==> src/rtl/mult_div_sequencer_pkg.sv <==
// Shared encodings for the mult/div sequencer and the main control unit.
package mult_div_sequencer_pkg;

  localparam logic [2:0] ST_IDLE = 3'd0;
  localparam logic [2:0] ST_PREP = 3'd1;
  localparam logic [2:0] ST_ITER = 3'd2;
  localparam logic [2:0] ST_FIX  = 3'd3;
  localparam logic [2:0] ST_DONE = 3'd4;

  localparam logic MD_OP_MULT = 1'b0;
  localparam logic MD_OP_DIV  = 1'b1;

endpackage

==> src/rtl/mult_div_sequencer_md_iter_core.sv <==
// Iterative mult/div datapath: one shift-add or restoring-subtract step per enable.
module md_iter_core
  import mult_div_sequencer_pkg::*;
#(
  parameter int WIDTH = 32
) (
  input  logic             clk,
  input  logic             reset_n,
  input  logic             ld,
  input  logic             ld_opnd,
  input  logic [WIDTH-1:0] ld_hi,
  input  logic [WIDTH-1:0] ld_lo,
  input  logic [WIDTH-1:0] opnd_i,
  input  logic             en,
  input  logic             op_div,
  output logic [WIDTH-1:0] hi_o,
  output logic [WIDTH-1:0] lo_o
);

  logic [WIDTH-1:0] hi_q, hi_d, lo_q, lo_d, opnd_q, opnd_d;
  logic [WIDTH:0]   sum, rem_sh, diff;

  always_comb begin
    sum    = {1'b0, hi_q} + {1'b0, opnd_q};
    rem_sh = {hi_q, lo_q[WIDTH-1]};
    diff   = rem_sh - {1'b0, opnd_q};
    hi_d   = hi_q;
    lo_d   = lo_q;
    opnd_d = opnd_q;
    if (ld) begin
      hi_d = ld_hi;
      lo_d = ld_lo;
      if (ld_opnd) opnd_d = opnd_i;
    end else if (en) begin
      if (op_div == MD_OP_DIV) begin
        // diff[WIDTH] set means the trial subtract went negative: restore
        if (!diff[WIDTH]) begin
          hi_d = diff[WIDTH-1:0];
          lo_d = {lo_q[WIDTH-2:0], 1'b1};
        end else begin
          hi_d = rem_sh[WIDTH-1:0];
          lo_d = {lo_q[WIDTH-2:0], 1'b0};
        end
      end else if (lo_q[0]) begin
        hi_d = sum[WIDTH:1];
        lo_d = {sum[0], lo_q[WIDTH-1:1]};
      end else begin
        hi_d = {1'b0, hi_q[WIDTH-1:1]};
        lo_d = {hi_q[0], lo_q[WIDTH-1:1]};
      end
    end
  end

  always_ff @(posedge clk or negedge reset_n) begin
    if (!reset_n) begin
      hi_q   <= '0;
      lo_q   <= '0;
      opnd_q <= '0;
    end else begin
      hi_q   <= hi_d;
      lo_q   <= lo_d;
      opnd_q <= opnd_d;
    end
  end

  assign hi_o = hi_q;
  assign lo_o = lo_q;

endmodule

==> src/rtl/mult_div_sequencer.sv <==
// MIPS mult/div sequencer: FSM, iteration counter, sign handling and HI/LO registers.
// Optional MD_UNSIGNED_OPS_EN adds op_unsigned for multu/divu.
//   state | meaning
//   IDLE  | waiting for start
//   PREP  | capture magnitudes/signs/op, load core
//   ITER  | WIDTH core iterations
//   FIX   | conditional negate of the raw result
//   DONE  | done pulse, HI/LO write unless divide-by-zero
module mult_div_sequencer
  import mult_div_sequencer_pkg::*;
#(
  parameter int WIDTH = 32
) (
  input  logic             clk,
  input  logic             reset_n,
  input  logic             start,
  input  logic             op_div,
`ifdef MD_UNSIGNED_OPS_EN
  input  logic             op_unsigned,
`endif
  input  logic             abort,
  input  logic [WIDTH-1:0] src_a,
  input  logic [WIDTH-1:0] src_b,
  output logic             busy,
  output logic             done,
  output logic             hilo_w,
  output logic             div_zero,
  output logic [WIDTH-1:0] hi_out,
  output logic [WIDTH-1:0] lo_out
);

  localparam int CW = $clog2(WIDTH) + 1;

  logic [2:0]       state_q, state_d;
  logic [CW-1:0]    cnt_q, cnt_d;
  logic             op_div_q, neg_res_q, neg_a_q, dz_q;
  logic [WIDTH-1:0] hi_q, lo_q;
  logic             is_unsigned, sign_a, sign_b;
  logic [WIDTH-1:0] mag_a, mag_b, fix_hi, fix_lo;
  logic             core_ld, core_ld_opnd, core_en;
  logic [WIDTH-1:0] core_ld_hi, core_ld_lo, core_opnd, core_hi, core_lo;

`ifdef MD_UNSIGNED_OPS_EN
  assign is_unsigned = op_unsigned;
`else
  assign is_unsigned = 1'b0;
`endif

  always_comb begin
    state_d = state_q;
    cnt_d   = cnt_q;
    case (state_q)
      ST_IDLE: if (start && !abort) state_d = ST_PREP;
      ST_PREP: begin
        if (abort) state_d = ST_IDLE;
        else if (op_div == MD_OP_DIV && src_b == '0) state_d = ST_DONE;
        else begin
          state_d = ST_ITER;
          cnt_d   = '0;
        end
      end
      ST_ITER: begin
        if (abort) state_d = ST_IDLE;
        else if (cnt_q == CW'(WIDTH - 1)) state_d = ST_FIX;
        else cnt_d = cnt_q + CW'(1);
      end
      ST_FIX:  state_d = abort ? ST_IDLE : ST_DONE;
      ST_DONE: state_d = ST_IDLE;
      default: state_d = ST_IDLE;
    endcase
  end

  always_comb begin
    sign_a = src_a[WIDTH-1] & ~is_unsigned;
    sign_b = src_b[WIDTH-1] & ~is_unsigned;
    mag_a  = sign_a ? -src_a : src_a;
    mag_b  = sign_b ? -src_b : src_b;

    fix_hi = core_hi;
    fix_lo = core_lo;
    if (op_div_q == MD_OP_DIV) begin
      if (neg_res_q) fix_lo = -core_lo;
      if (neg_a_q)   fix_hi = -core_hi;
    end else if (neg_res_q) begin
      {fix_hi, fix_lo} = -{core_hi, core_lo};
    end

    // mult: lo=multiplier, opnd=multiplicand; div: lo=dividend, opnd=divisor
    core_ld      = 1'b0;
    core_ld_opnd = 1'b0;
    core_ld_hi   = '0;
    core_ld_lo   = '0;
    core_opnd    = '0;
    if (state_q == ST_PREP) begin
      core_ld      = 1'b1;
      core_ld_opnd = 1'b1;
      core_ld_lo   = (op_div == MD_OP_DIV) ? mag_a : mag_b;
      core_opnd    = (op_div == MD_OP_DIV) ? mag_b : mag_a;
    end else if (state_q == ST_FIX) begin
      core_ld    = 1'b1;
      core_ld_hi = fix_hi;
      core_ld_lo = fix_lo;
    end
    core_en = (state_q == ST_ITER);
  end

  md_iter_core #(.WIDTH(WIDTH)) u_core (
    .clk     (clk),
    .reset_n (reset_n),
    .ld      (core_ld),
    .ld_opnd (core_ld_opnd),
    .ld_hi   (core_ld_hi),
    .ld_lo   (core_ld_lo),
    .opnd_i  (core_opnd),
    .en      (core_en),
    .op_div  (op_div_q),
    .hi_o    (core_hi),
    .lo_o    (core_lo)
  );

  always_ff @(posedge clk or negedge reset_n) begin
    if (!reset_n) begin
      state_q   <= ST_IDLE;
      cnt_q     <= '0;
      op_div_q  <= MD_OP_MULT;
      neg_res_q <= 1'b0;
      neg_a_q   <= 1'b0;
      dz_q      <= 1'b0;
      hi_q      <= '0;
      lo_q      <= '0;
    end else begin
      state_q <= state_d;
      cnt_q   <= cnt_d;
      if (state_q == ST_PREP) begin
        op_div_q  <= op_div;
        neg_res_q <= sign_a ^ sign_b;
        neg_a_q   <= sign_a;
        dz_q      <= (op_div == MD_OP_DIV) && (src_b == '0);
      end
      if (state_q == ST_DONE && !dz_q) begin
        hi_q <= core_hi;
        lo_q <= core_lo;
      end
    end
  end

  assign busy     = (state_q == ST_PREP) || (state_q == ST_ITER) || (state_q == ST_FIX);
  assign done     = (state_q == ST_DONE);
  assign hilo_w   = (state_q == ST_DONE) && !dz_q;
  assign div_zero = (state_q == ST_DONE) && dz_q;
  assign hi_out   = hi_q;
  assign lo_out   = lo_q;

endmodule

==> config.mk <==
export PLATFORM = sky130hd
export DESIGN_NAME = mult_div_sequencer
export DESIGN_NICKNAME = d
export VERILOG_FILES = /design/src/rtl/mult_div_sequencer_pkg.sv /design/src/rtl/mult_div_sequencer_md_iter_core.sv /design/src/rtl/mult_div_sequencer.sv
export SDC_FILE = /design/constraint.sdc
export NUM_CORES = 1
export LEC_CHECK = 0
export ABC_AREA = 1
export CAP_MARGIN = 20
export CORE_ASPECT_RATIO = 1.25
export CORE_MARGIN = 3
export CORE_UTILIZATION = 54
export CTS_CLUSTER_DIAMETER = 150
export CTS_CLUSTER_SIZE = 12
export DETAILED_ROUTE_END_ITERATION = 8
export GPL_TIMING_DRIVEN = 1
export MAX_ROUTING_LAYER = met4
export PLACE_DENSITY = 0.78
export SLEW_MARGIN = 20
export SYNTH_ARGS = -nofsm -noshare
export SYNTH_HDL_FRONTEND = slang
export SYNTH_SLANG_ARGS = --single-unit
==> constraint.sdc <==
create_clock -name clk -period 2.35 [get_ports clk]
set_input_delay 0.47 -clock clk [delete_from_list [all_inputs] [get_ports clk]]
set_output_delay 0.47 -clock clk [all_outputs]
set_load 0.01 [all_outputs]
==> results.yml, run 1 <==
status:
  outcome: "stopped before the end"
  failed_stage: "5_1_grt"
  error: "[ERROR GRT-0232] Routing congestion too high. Check the congestion heatmap in the GUI."
place:
  port-buffer-count: 136
  place.gp.congestion: 1.19
  post_dp_cell_area_mm2: 0.0229
  post-dp-hpwl_mm: 65.8
clocking:
  numCtsBuffers: 17
  htreeDepth: 4
  root_buffer: "clkbuf_16"
  hold_buffers: 0
  clock_path_buffers: 2
  cts.sinks: 173
die:
  start_util: 0.553
  die_h_um: 206
  io_pins: 137
  die_x_um: 166
  rows: 72
timing:
  worstEpCategory: "sequential cell input"
  grt_repair_worst_endpoint: "u_core.hi_o[19]$_DFFE_PN0P_/D"
synth:
  ys_seq_area_frac: 0.251
  synth.net_count: 2998
  synthCells: 2858
  synthFlopType: "dfrtp_1"
  synth_area_per_cell_um2: 6.03
  synth_top_area_cell: "dfrtp_1"
  synth.area.top_cells: "dfrtp_1 25%, nand2_1 19%, inv_1 7.9%"
  synth.top_cell.area_share: 0.251
  synth_cell_type_count: 56
  synth_seq_cells: 173
  syn_area_mm2: 0.0172
  ys_warn_count: 0
  synth_edf_count: 0
  ys_async_sr_fraction: 1.00
global_route:
  grt_max_degree: 108
  grt_usage: 0.587
  gr-total-overflow: 3
[synthesized netlist by cell type (all sizes together) (35+ instances only)]
library cell	number
a21oi	194
buf	35
clkbuf	57
dfrtp	173
ha	69
inv	380
nand2	889
nand3	247
nand4	35
nor2	313
nor3	43
o21ai	210
xor2	77
[cells by family after synthesis]
family | synth area share
AND/OR/NAND/NOR | 0.384
flip-flops | 0.251
XOR/XNOR | 0.0483
AO/OA/AOI/OAI | 0.156
adder cells (fa/ha/maj) | 0.0524
buffers and inverters | 0.108
[metrics by stage]
stage	util	setup slack [ns]	hold slack, ns	setup TNS [ns]	instances
floorplan	-	0.00325	0.174	0	2858
global placement	0.734	-0.560	0.465	-18.80	3852
detailed placement	0.734	-0.602	0.473	-24.83	3852
CTS	0.794	-0.185	0.0112	-4.32	3908
[what timing repair did]
| action | 4_1_cts |
|---|---|
| endpoints found under the setup margin | 39 |
| pin swaps | 72 |
| resized for setup | 236 |
| buffers inserted | 29 |
| gates cloned | 2 |
[per-layer routing]
| metal | GRT usage | overflow |
|---|---|---|
| met1 | 0.563 | 0 |
| met2 | 0.854 | 1 |
| met3 | 0.261 | 0 |
| met4 | 0.604 | 2 |
| met5 | - | - |
==> run 2: changes to the inputs <==
CORE_ASPECT_RATIO = default   (was 1.25)
CORE_UTILIZATION = 39   (was 54)
CTS_CLUSTER_DIAMETER = default   (was 150)
CTS_CLUSTER_SIZE = default   (was 12)
MAX_ROUTING_LAYER = default   (was met4)
PLACE_DENSITY = default   (was 0.78)
PLACE_DENSITY_LB_ADDON = 0.15   (was default)
clock period = 3.1 ns   (was 2.35 ns; I/O delays follow)
==> run 2 against run 1 <==
  * The flow now finishes without violations
  * Synthesized cell count unchanged
  * Synthesized area is the same
==> results.yml, run 2 <==
status:
  outcome: "finished, final reports clean"
pwr:
  seq_power_share: 0.167
  internal_power_mw: 11.3
  cellLeakagePower_nw: 9.87
  peakVddDrop_mv: 0.680
  power_density_mw_per_mm2: 1350
  clockPowerShare: 0.081
  swShare: 0.590
  p_sw_mw: 16.3
  combPwrFrac: 0.753
finish:
  instances_no_fill: 3632
  multiInputGateArea_mm2: 0.0111
  layout_commonest_cell: "nand2_1"
  layout_common_cells: "868 x nand2_1, 361 x inv_1, 297 x nor2_1, 240 x nand3_1, 198 x o21ai_0"
  seqCellArea_mm2: 0.00433
  area_delta_synth_final_pct: 18.4
  fillerInstances: 4659
  nets: 3174
  diodes: 0
  drive_above_1_share: 0.0778
clocking:
  clock_path_buffers: 2
  numCtsBuffers: 17
  hold_buffers: 0
  clk_latency_ns: 0.47
  cts_tree: "yes"
  root_buffer: "clkbuf_16"
  clk_pin_slew_worst_paths_ns: 0.08
  htreeDepth: 4
  cts.sinks: 173
synth:
  synth.top_cell.area_share: 0.251
  synth.net_count: 2998
  synth_cell_type_count: 56
  synth.area.top_cells: "dfrtp_1 25%, nand2_1 19%, inv_1 7.9%"
  ys_warn_count: 0
  ys_seq_area_frac: 0.251
  synthCells: 2858
  synth_top_area_cell: "dfrtp_1"
  ys_async_sr_fraction: 1.00
  synth_area_per_cell_um2: 6.03
  synth_seq_cells: 173
  yosysMostFrequentCell: "nand2_1"
  synth_commonest_cells: "869 x nand2_1, 361 x inv_1, 298 x nor2_1"
  syn_area_mm2: 0.0172
  synth_edf_count: 0
  synthFlopType: "dfrtp_1"
setup_path:
  critPathMaxFanout: 14
  r2r_slack_ns: 0.08
  crit_arrival_ns: 3.40
  crit_type: "reg2reg"
  cp-start-kind: "flop"
  cp-end-kind: "flop"
  rr_worst_depth: 16
  cp_data_required_time_ns: 3.49
route:
  drc: 0
  first_pass_iters: 5
  drtAntennaViolNets: 0
  post_drt_wl_per_cell_um: 22.4
  routed_wl_mm: 81.3
  viasPerCell: 5.48
  first_iter_violations: 2094
  dr_total_vias: 19900
global_route:
  antenna_found_initial: 0
  grt_max_degree: 128
  grt_pass1_wl_mm: 120
  grt_usage: 0.342
  gr-total-overflow: 0
  grt_pass1_vias: 19000
job:
  cap_violations: 0
timing:
  setup_viol: 0
  slew_violations: 0
  worstMarginPinSlew_ns: 1.02
  rsz0062_at_grt: "no"
  setup_tns_ns: 0
  finalClockSkew_ns: 0.0148
  hold_viol: 0
  fmax_mhz: 332
  fin_crit_ns: 3.02
  slew_headroom: 0.318
  finalCritPeriodShare: 0.973
die:
  io_pins: 137
  dieArea_mm2: 0.0467
  rows: 76
  die_x_um: 216
  core_area_mm2: 0.0434
  die_h_um: 216
  start_util: 0.397
place:
  place.gp.congestion: 1.02
  post-dp-hpwl_mm: 66.5
  placedCellCount: 3594
  port-buffer-count: 136
hold_path:
  min_path_type: "in2async"
## run 2: cell counts after synthesis
Identical to the previous run, type by type.
## run 2: power by group through the flow
stage / combinational, mW / sequential (mW) / clock [mW]
after floorplan: 12.3 / 4.37 / 0
after global placement: 20.3 / 4.62 / 0
after detailed placement: 20.3 / 4.63 / 0
after CTS: 20.4 / 4.59 / 2.25
after global routing: 22.7 / 4.69 / 2.34
final: 20.8 / 4.61 / 2.23
## run 2: worst paths after layout
path	endpoint	from
setup / recovery	u_core.hi_o[24]	u_core.opnd_q[23]
min in group clk	hi_out[1]	hi_out[1]
max in group asynchronous	lo_out[2]	reset_n
hold / removal	u_core.hi_o[29]	reset_n
hold reg to reg	hi_out[1]	hi_out[1]
setup reg to reg	u_core.hi_o[24]	u_core.opnd_q[23]
## run 2: area by class of cell
class | count | area share
Clock buffer | 18 | 0.0210
Clock inverter | 14 | 0.00723
Inverter | 383 | 0.0708
Multi-Input combinational cell | 2210 | 0.542
Sequential cell | 173 | 0.212
Tap cell | 585 | 0.0359
Timing Repair Buffer | 249 | 0.111
## run 2: kinds of logic after synthesis
logic type,synth area share
flip-flops,0.251
adder cells (fa/ha/maj),0.0524
buffers and inverters,0.108
XOR/XNOR,0.0483
AND/OR/NAND/NOR,0.384
AO/OA/AOI/OAI,0.156
## run 2: timing repair
item | 4_1_cts | 5_1_grt
setup buffers | 0 | 6
endpoints found under the setup margin | 0 | 15
hold endpoints to repair | 0 | 0
resized for setup | 0 | 3
## run 2: critical path, cell delays in order, from the launching register on
cell and delay [ns]:
dfrtp_1 0.50, inv_1 0.13, ha_1 0.38, nand2_2 0.17, a21oi_1 0.07, nor2_1 0.19
nand2_1 0.13, a21oi_2 0.28, nand2_2 0.11, nand2_2 0.12, nand2_8 0.11, buf_4 0.15
nand2_1 0.19, nand3_1 0.10, nand2_1 0.10, nand2_1 0.05, a21oi_1 0.15
## run 2: metal layers
metal | vias to the layer above | track usage | share of wire | wire length (um)
met5 | - | 0 | 0 | 0
met4 | 0 | 0.235 | 0.082 | 6640
met3 | 209 | 0.0454 | 0.053 | 4310
met2 | 752 | 0.563 | 0.47 | 37900
met1 | 9346 | 0.417 | 0.40 | 32500
li1 | 9591 | - | - | -
## run 2: metrics by stage
step / worst slack, ns / hold WS, ns / utilization / instance area (um^2) / total power [mW]
finish: 0.0837 / 0.125 / 0.471 / 20400 / 27.6
global placement: 0.0719 / 0.459 / 0.456 / 19800 / 24.9
floorplan: 0.726 / 0.324 / - / 17200 / 16.7
CTS: 0.115 / 0.178 / 0.469 / 20400 / 27.2
global route: 0.00899 / 0.158 / 0.471 / 20400 / 29.8
detailed placement: 0.0559 / 0.472 / 0.456 / 19800 / 24.9
Note: power is estimated with default switching activity, not from simulation.
